==> src/rtl/bram16_loader.sv <==
// bram16_loader: boot-time loader that parses a UART byte stream into bram16 writes.
// Frame layout: SYNC, start address (hi, lo), word count (hi, lo), then big-endian data words.
// The core is held in reset through busy while a frame is in progress.
// Optional macro BRAM16_LOADER_CHECKSUM_EN adds a trailing 8-bit XOR checksum byte.
// The write-data port is named dout because "do" is a reserved word in SystemVerilog.
module bram16_loader #(
    parameter logic [7:0]    SYNC    = 8'hA5,
    parameter int            TW      = 24,
    parameter logic [TW-1:0] TIMEOUT = 24'd1000000
) (
    input  logic        sys_clk,
    input  logic        sys_rst,
    input  logic [7:0]  rx_data,
    input  logic        rx_stb,
    output logic        we,
    output logic [15:0] dout,
    output logic [15:0] a,
    output logic        busy,
    output logic        done,
    output logic        err
);

    typedef enum logic [2:0] {
        IDLE, ADDR_H, ADDR_L, CNT_H, CNT_L, DATA_H, DATA_L
`ifdef BRAM16_LOADER_CHECKSUM_EN
        , CSUM
`endif
    } state_t;

    // Abort fires on the edge where the idle count would reach TIMEOUT.
    localparam logic [TW-1:0] TMO_LAST = TW'(TIMEOUT - 1);

    state_t        state_reg, state_next;
    logic [15:0]   ptr_reg, ptr_next;      // next write address
    logic [15:0]   cnt_reg, cnt_next;      // remaining words
    logic [7:0]    hi_reg, hi_next;        // latched data high byte
    logic [TW-1:0] tmo_reg, tmo_next;
    logic          fin_reg, fin_next;      // last word written, finish frame next edge
    logic          we_reg, we_next;
    logic [15:0]   dout_reg, dout_next;
    logic [15:0]   a_reg, a_next;
    logic          busy_reg, busy_next;
    logic          done_reg, done_next;
    logic          err_reg, err_next;
`ifdef BRAM16_LOADER_CHECKSUM_EN
    logic [7:0]    csum_reg, csum_next;
`endif

    // Frame parser: next-state, datapath and output decode.
    always_comb begin
        state_next = state_reg;
        ptr_next   = ptr_reg;
        cnt_next   = cnt_reg;
        hi_next    = hi_reg;
        tmo_next   = tmo_reg;
        fin_next   = 1'b0;
        we_next    = 1'b0;
        dout_next  = dout_reg;
        a_next     = a_reg;
        busy_next  = busy_reg;
        done_next  = 1'b0;
        err_next   = 1'b0;
`ifdef BRAM16_LOADER_CHECKSUM_EN
        csum_next  = csum_reg;
`endif
        // A frame whose last word was just written completes one cycle after we.
        if (fin_reg) begin
            done_next = 1'b1;
            busy_next = 1'b0;
        end
        if (state_reg == IDLE) begin
            tmo_next = '0;
            if (rx_stb && rx_data == SYNC) begin
                state_next = ADDR_H;
                busy_next  = 1'b1;
`ifdef BRAM16_LOADER_CHECKSUM_EN
                csum_next  = 8'h00;
`endif
            end
        end else if (rx_stb) begin
            tmo_next = '0;
`ifdef BRAM16_LOADER_CHECKSUM_EN
            csum_next = csum_reg ^ rx_data;
`endif
            case (state_reg)
                ADDR_H: begin
                    ptr_next[15:8] = rx_data;
                    state_next     = ADDR_L;
                end
                ADDR_L: begin
                    ptr_next[7:0] = rx_data;
                    state_next    = CNT_H;
                end
                CNT_H: begin
                    cnt_next[15:8] = rx_data;
                    state_next     = CNT_L;
                end
                CNT_L: begin
                    cnt_next[7:0] = rx_data;
                    if ({cnt_reg[15:8], rx_data} == 16'h0000) begin
`ifdef BRAM16_LOADER_CHECKSUM_EN
                        state_next = CSUM;
`else
                        state_next = IDLE;
                        done_next  = 1'b1;
                        busy_next  = 1'b0;
`endif
                    end else begin
                        state_next = DATA_H;
                    end
                end
                DATA_H: begin
                    hi_next    = rx_data;
                    state_next = DATA_L;
                end
                DATA_L: begin
                    we_next   = 1'b1;
                    dout_next = {hi_reg, rx_data};
                    a_next    = ptr_reg;
                    ptr_next  = ptr_reg + 16'd1;
                    cnt_next  = cnt_reg - 16'd1;
                    if (cnt_reg == 16'd1) begin
`ifdef BRAM16_LOADER_CHECKSUM_EN
                        state_next = CSUM;
`else
                        state_next = IDLE;
                        fin_next   = 1'b1;
`endif
                    end else begin
                        state_next = DATA_H;
                    end
                end
`ifdef BRAM16_LOADER_CHECKSUM_EN
                CSUM: begin
                    state_next = IDLE;
                    busy_next  = 1'b0;
                    if (rx_data == csum_reg) done_next = 1'b1;
                    else                     err_next  = 1'b1;
                end
`endif
                default: state_next = IDLE;
            endcase
        end else if (tmo_reg == TMO_LAST) begin
            state_next = IDLE;
            tmo_next   = '0;
            err_next   = 1'b1;
            busy_next  = 1'b0;
        end else begin
            tmo_next = tmo_reg + TW'(1);
        end
    end

    // State and output registers with synchronous reset.
    always_ff @(posedge sys_clk) begin
        if (sys_rst) begin
            state_reg <= IDLE;
            ptr_reg   <= '0;
            cnt_reg   <= '0;
            hi_reg    <= '0;
            tmo_reg   <= '0;
            fin_reg   <= 1'b0;
            we_reg    <= 1'b0;
            dout_reg  <= '0;
            a_reg     <= '0;
            busy_reg  <= 1'b0;
            done_reg  <= 1'b0;
            err_reg   <= 1'b0;
`ifdef BRAM16_LOADER_CHECKSUM_EN
            csum_reg  <= '0;
`endif
        end else begin
            state_reg <= state_next;
            ptr_reg   <= ptr_next;
            cnt_reg   <= cnt_next;
            hi_reg    <= hi_next;
            tmo_reg   <= tmo_next;
            fin_reg   <= fin_next;
            we_reg    <= we_next;
            dout_reg  <= dout_next;
            a_reg     <= a_next;
            busy_reg  <= busy_next;
            done_reg  <= done_next;
            err_reg   <= err_next;
`ifdef BRAM16_LOADER_CHECKSUM_EN
            csum_reg  <= csum_next;
`endif
        end
    end

    assign we   = we_reg;
    assign dout = dout_reg;
    assign a    = a_reg;
    assign busy = busy_reg;
    assign done = done_reg;
    assign err  = err_reg;

endmodule

==> config.mk <==
export PLATFORM = sky130hd
export DESIGN_NAME = bram16_loader
export DESIGN_NICKNAME = d
export VERILOG_FILES = /design/src/rtl/bram16_loader.sv
export SDC_FILE = /design/constraint.sdc
export NUM_CORES = 1
export LEC_CHECK = 0
export ABC_AREA = 1
export CORE_ASPECT_RATIO = 2
export CORE_MARGIN = 5
export CORE_UTILIZATION = 60
export CTS_CLUSTER_SIZE = 8
export DETAILED_ROUTE_END_ITERATION = 6
export DONT_BUFFER_PORTS = 1
export PLACE_DENSITY = 0.76
export SLEW_MARGIN = 10
export SYNTH_ARGS = -nofsm -noshare
export SYNTH_HDL_FRONTEND = slang
export SYNTH_SLANG_ARGS = --single-unit
export TNS_END_PERCENT = 1
==> constraint.sdc <==
create_clock -name sys_clk -period 1.6 [get_ports sys_clk]
set_input_delay 0.16 -clock sys_clk [delete_from_list [all_inputs] [get_ports sys_clk]]
set_output_delay 0.16 -clock sys_clk [all_outputs]
set_load 0.05 [all_outputs]
# Word level (Yosys, flattened, before mapping)
# Index checks and enable logic that the tools add are counted.
[totals]
regBits = 104
latchBits = 0
ram_bits = 0
mem_bits_ro = 0
output_inout_bits = 36
n_memories = 0
[op_classes]
addsub = 3
n_mul = 0
div_mod_pow = 0
order_cmp = 0
eq_ne = 10
shift = 0
mux = 26
n_bitwise = 3
reduce_logical = 19
[op_table]
columns = ["operator", "n"]
rows = [
  ["$pmux 8 s2", 4],
  ["$add 24x1->24 const B", 1],
  ["$eq 24x20->1 const B", 1],
  ["$mux 3", 6],
  ["$pmux 3 s6", 1],
  ["$reduce_and 3->1", 6],
  ["$add 16x1->16 const B", 1],
  ["$eq 16x1->1 const B", 1],
  ["$logic_not 16->1", 1],
  ["$sub 16x1->16 const B", 1],
  ["$mux 1", 15],
  ["$eq 3x3->1 const B", 3],
  ["$eq 8x8->1 const B", 1],
  ["$reduce_bool 2->1", 4],
  ["$reduce_or 4->1", 2],
  ["$eq 3x2->1 const B", 2],
  ["$reduce_or 3->1", 2],
  ["$eq 3x1->1 const B", 1],
  ["$logic_not 3->1", 1],
  ["$not 1->1", 3],
  ["$reduce_bool 3->1", 1],
  ["$ne 2x1->1 const B", 1],
  ["$reduce_and 2->1", 1],
  ["$logic_and 1x1->1", 1],
]

# Longest topological paths before layout
[logic_depth]
depth_word = 5
ltp_mapped = 10
depth_no_buf = 10

# Worst setup path after synthesis
# OpenSTA, ideal clock, no wires.
[synth_path]
kind = "flip-flop to flip-flop"
start = "register tmo_reg[0]"
end = "register tmo_reg[8]"
setup_time_ns = 0.070
arrival_ns = 1.310
required_time_ns = 1.530
slack_ns = 0.220
stages_incl_launch_ff = 7
n_path_buf = 0
period_less_slack_ns = 1.380
path_cell_list = "dfxtp_1 -> ha_1 -> nand3_1 -> inv_1 -> nand2_1 -> or2_2 -> a21oi_1"
[synth_between]
elab_chain_len = 2
elab_cells_between_ends = 3
cone_classes = "add/sub (1); eq/ne (1); reduce/logical (1)"
[synth_rtl]
columns = ["element", "line_no", "text"]
rows = [
  ["from (decl)", "37", "logic [TW-1:0] tmo_reg, tmo_next;"],
  ["from (signal assigned)", "176", "tmo_reg <= tmo_next;"],
  ["branches (longest 2 deep; another with $add 24x1->24)", "n/a", ""],
]
# Several ways; the timed one is not identified.
# A chain may end at the register's enable or synchronous reset.

# Final worst setup path
[layout_path]
start = "register ptr_reg[1]"
end = "register ptr_reg[12]"
[layout_between]
elab_chain_len = 2
[layout_rtl]
columns = ["element", "line_no", "text"]
rows = [
  ["from (decl)", "34", "logic [15:0] ptr_reg, ptr_next;"],
  ["from (signal assigned)", "173", "ptr_reg <= ptr_next;"],
  ["$add 16x1->16", "120", "ptr_next = ptr_reg + 16'd1;"],
  ["$pmux 8 s2", "85", "case (state_reg)"],
]
# No other way between the ends.

==> flow_summary.json <==
{
  "die_area_mm2": 0.0107,
  "path_clk_slew_ns": 0.07,
  "timing.final.crit_period_ns": 1.50,
  "ys_seq_area_frac": 0.401,
  "yosys.area.top_type_share": 0.401,
  "dpl-instance-area_mm2": 0.00558,
  "synth_area_mm2": 0.00519,
  "maxCapViolCount": 0,
  "slew_violations": 0,
  "leakage_nw": 2.44,
  "routed_wl_um": 14800,
  "yosys.area_share.adder": 0.00964,
  "setup_ws_ns": 0.102,
  "clkSinkCount": 104,
  "place_congestion": 1.03,
  "die_h_um": 142,
  "ys_warn_count": 0,
  "multiInputGateArea_mm2": 0.00269,
  "worst_setup_path_start_kind": "register",
  "worstMarginPinSlew_ns": 0.852,
  "crit_family": "simple AND/OR/NAND/NOR gates",
  "max_slew_margin": 0.430,
  "dp.cells": 889,
  "post-route-period-util": 0.936,
  "clk_path_buf_depth": 2,
  "timing.fmax_ghz": 0.668,
  "synth.area.top_cells": "dfxtp_1, nand2_1, a21oi_1",
  "dp_slack_ns": 0.0405,
  "drc_errors": 0,
  "layoutNonFillerInstCount": 915,
  "port_buffers": 0,
  "num-fill-cells": 723,
  "arrival_ns": 1.73,
  "r2r_end": "ptr_reg[12]$_SDFFE_PP0P_",
  "cp_slowest_cell": "dfxtp_1",
  "die_w_um": 75.8,
  "worstPathRequired_ns": 1.83,
  "synthArstFlopShare": 0,
  "drive_gt1_frac": 0.135,
  "cp.buffers_inverters": 1,
  "syn_area_per_cell_um2": 6.80,
  "setup_viol": 0,
  "status": "completed",
  "first_global_vias": 5079,
  "max-vdd-ir-drop_mv": 0.803,
  "rows": 48,
  "gr-total-overflow": 0,
  "routed-via-count": 5251,
  "postCtsSetupBuffers": 0,
  "hold-worst-slack_ns": 0.0105,
  "synth_top_area_cell": "dfxtp_1",
  "post-dp-hpwl_um": 10800,
  "drt_iter0_markers": 322,
  "antenna_found_initial": 0,
  "critPathKind": "reg2reg",
  "hold_class": "in2reg",
  "detail_route.wl_per_cell_um": 16.2,
  "synth_xor_area_frac": 0.0236,
  "cts-root-buf": "clkbuf_16",
  "initial_utilization": 0.609,
  "cts_buffers": 9,
  "via_per_inst": 5.74,
  "hold_viol": 0,
  "netlist_instances": 763,
  "crit_fanout": 4,
  "grt_pass1_wl_um": 24300,
  "cp.depth": 10,
  "clkLatencyLatePin_ns": 0.35,
  "cp_common_cell": "nand2_1",
  "area_growth_pct": 16.8,
  "postRouteAntennaNets": 0,
  "fp.coreArea_mm2": 0.00853,
  "largest_reg_flops": 24,
  "diodes": 0,
  "synth_mux_area_frac": 0,
  "path_cells": "ha_1 > nand2_1 > nor2_1 > nand2_1 > inv_1 > nand2_1 > nor2_1 > nand2_1 > nand3_1 > a21oi_1",
  "reg2reg_slack_ns": 0.10,
  "drt_pass1_iterations": 7,
  "max_stage_delay_ns": 0.39,
  "fin_util": 0.711,
  "ys_ff_latch": 104,
  "reg2reg_depth": 10,
  "synth_compound_area_frac": 0.184,
  "final-seq-area_mm2": 0.00209,
  "synth-simple-area-share": 0.291,
  "synth_cell_types": 38,
  "p_total_mw": 5.83,
  "rsz0062_at_grt": "true",
  "grt_max_degree": 59,
  "layout.nets": 825,
  "tns_ns": 0,
  "synthFlopType": "dfxtp_1",
  "powerDensity_mw_per_mm2": 962,
  "worstReg2RegStart": "ptr_reg[1]$_SDFFE_PP0P_",
  "grt.total_usage": 0.294,
  "critical_path.startpoint": "ptr_reg[1]$_SDFFE_PP0P_",
  "synth_edf_count": 0,
  "crit_end": "ptr_reg[12]$_SDFFE_PP0P_",
  "syn_nets": 778,
  "synth_top_family_by_area": "simple AND/OR/NAND/NOR gates",
  "cp-end-kind": "register",
  "finClkSkew_ns": 0.00766,
  "cts_tree": "yes",
  "design_area_mm2": 0.00606,
  "pin_count": 47,
  "cts_max_level": 3
}
## Yosys cell counts (9+ instances only)
| master | instances |
|---|---|
| dfxtp_1 | 104 |
| nand4_1 | 11 |
| buf_2 | 10 |
| o21ai_0 | 69 |
| nor2_1 | 84 |
| a21oi_1 | 89 |
| inv_1 | 81 |
| xor2_1 | 9 |
| nor3_1 | 23 |
| nand2_1 | 171 |
| nand3_1 | 38 |
| a31oi_1 | 9 |
## metal layers
layer	part of all wire	global-route usage	up-vias
met4	0.058	0.181	0
li1	-	-	2585
met1	0.34	0.301	2462
met2	0.55	0.513	148
met5	0	0	-
met3	0.053	0.0667	56
## what timing repair did
| action | CTS | global route |
|---|---|---|
| hold buffers | 10 | 0 |
| hold endpoints to repair | 25 | 0 |
| gates resized for setup | 0 | 25 |
| endpoints found under the setup margin | 0 | 64 |
## cells by family after synthesis
| family | count (synthesis) |
|---|---|
| buffers and inverters | 111 |
| AND/OR/NAND/NOR | 348 |
| AO/OA/AOI/OAI | 182 |
| adder cells (fa/ha/maj) | 4 |
| XOR/XNOR | 14 |
| flip-flops | 104 |
## power breakdown
part / total, mW / switching (mW) / internal (mW)
Clock: 2.28 / 1.00 / 1.28
Combinational: 0.754 / 0.469 / 0.285
Sequential: 2.79 / 0.109 / 2.68
Total: 5.83 / 1.58 / 4.25
## cell type report
| cell class | count | area share |
|---|---|---|
| clock buffers | 10 | 0.0394 |
| clock inverters | 6 | 0.0124 |
| inverters | 85 | 0.0533 |
| multi-input cells | 548 | 0.444 |
| flip-flops and latches | 104 | 0.345 |
| well taps | 100 | 0.0206 |
| repair buffers | 62 | 0.0851 |
## worst min-delay path by stage
stage | to | cells past startpoint | start | slack (ns)
finish | hi_reg[3]$_SDFFE_PP0P_ | 2 | rx_data[3] | 0.01
global route | hi_reg[4]$_SDFFE_PP0P_ | 2 | rx_data[4] | 0.02
CTS | hi_reg[3]$_SDFFE_PP0P_ | 2 | rx_data[3] | 0.001
detailed placement | state_reg[2]$_SDFFE_PP0P_ | 1 | sys_rst | 0.24
global placement | dout[6]$_SDFFE_PP0P_ | 1 | sys_rst | 0.23
floorplan | dout[1]$_SDFFE_PP0P_ | 2 | rx_data[1] | 0.30
## placed cells by master (no fill, tap or decap), drive strengths merged, types with 2 or more instances in the layout
master	count
dlygate4sd3	10
nand3	39
o211ai	2
buf	52
nand3b	5
dfxtp	104
ha	4
clkbuf	10
a21oi	90
or2	4
nor2	88
clkinv	2
o21ai	74
a31oi	9
nor3	25
xor2	9
o21bai	3
nand4	11
xnor2	5
nand2	174
o22ai	2
inv	87
(Power assumes the default switching activity.)
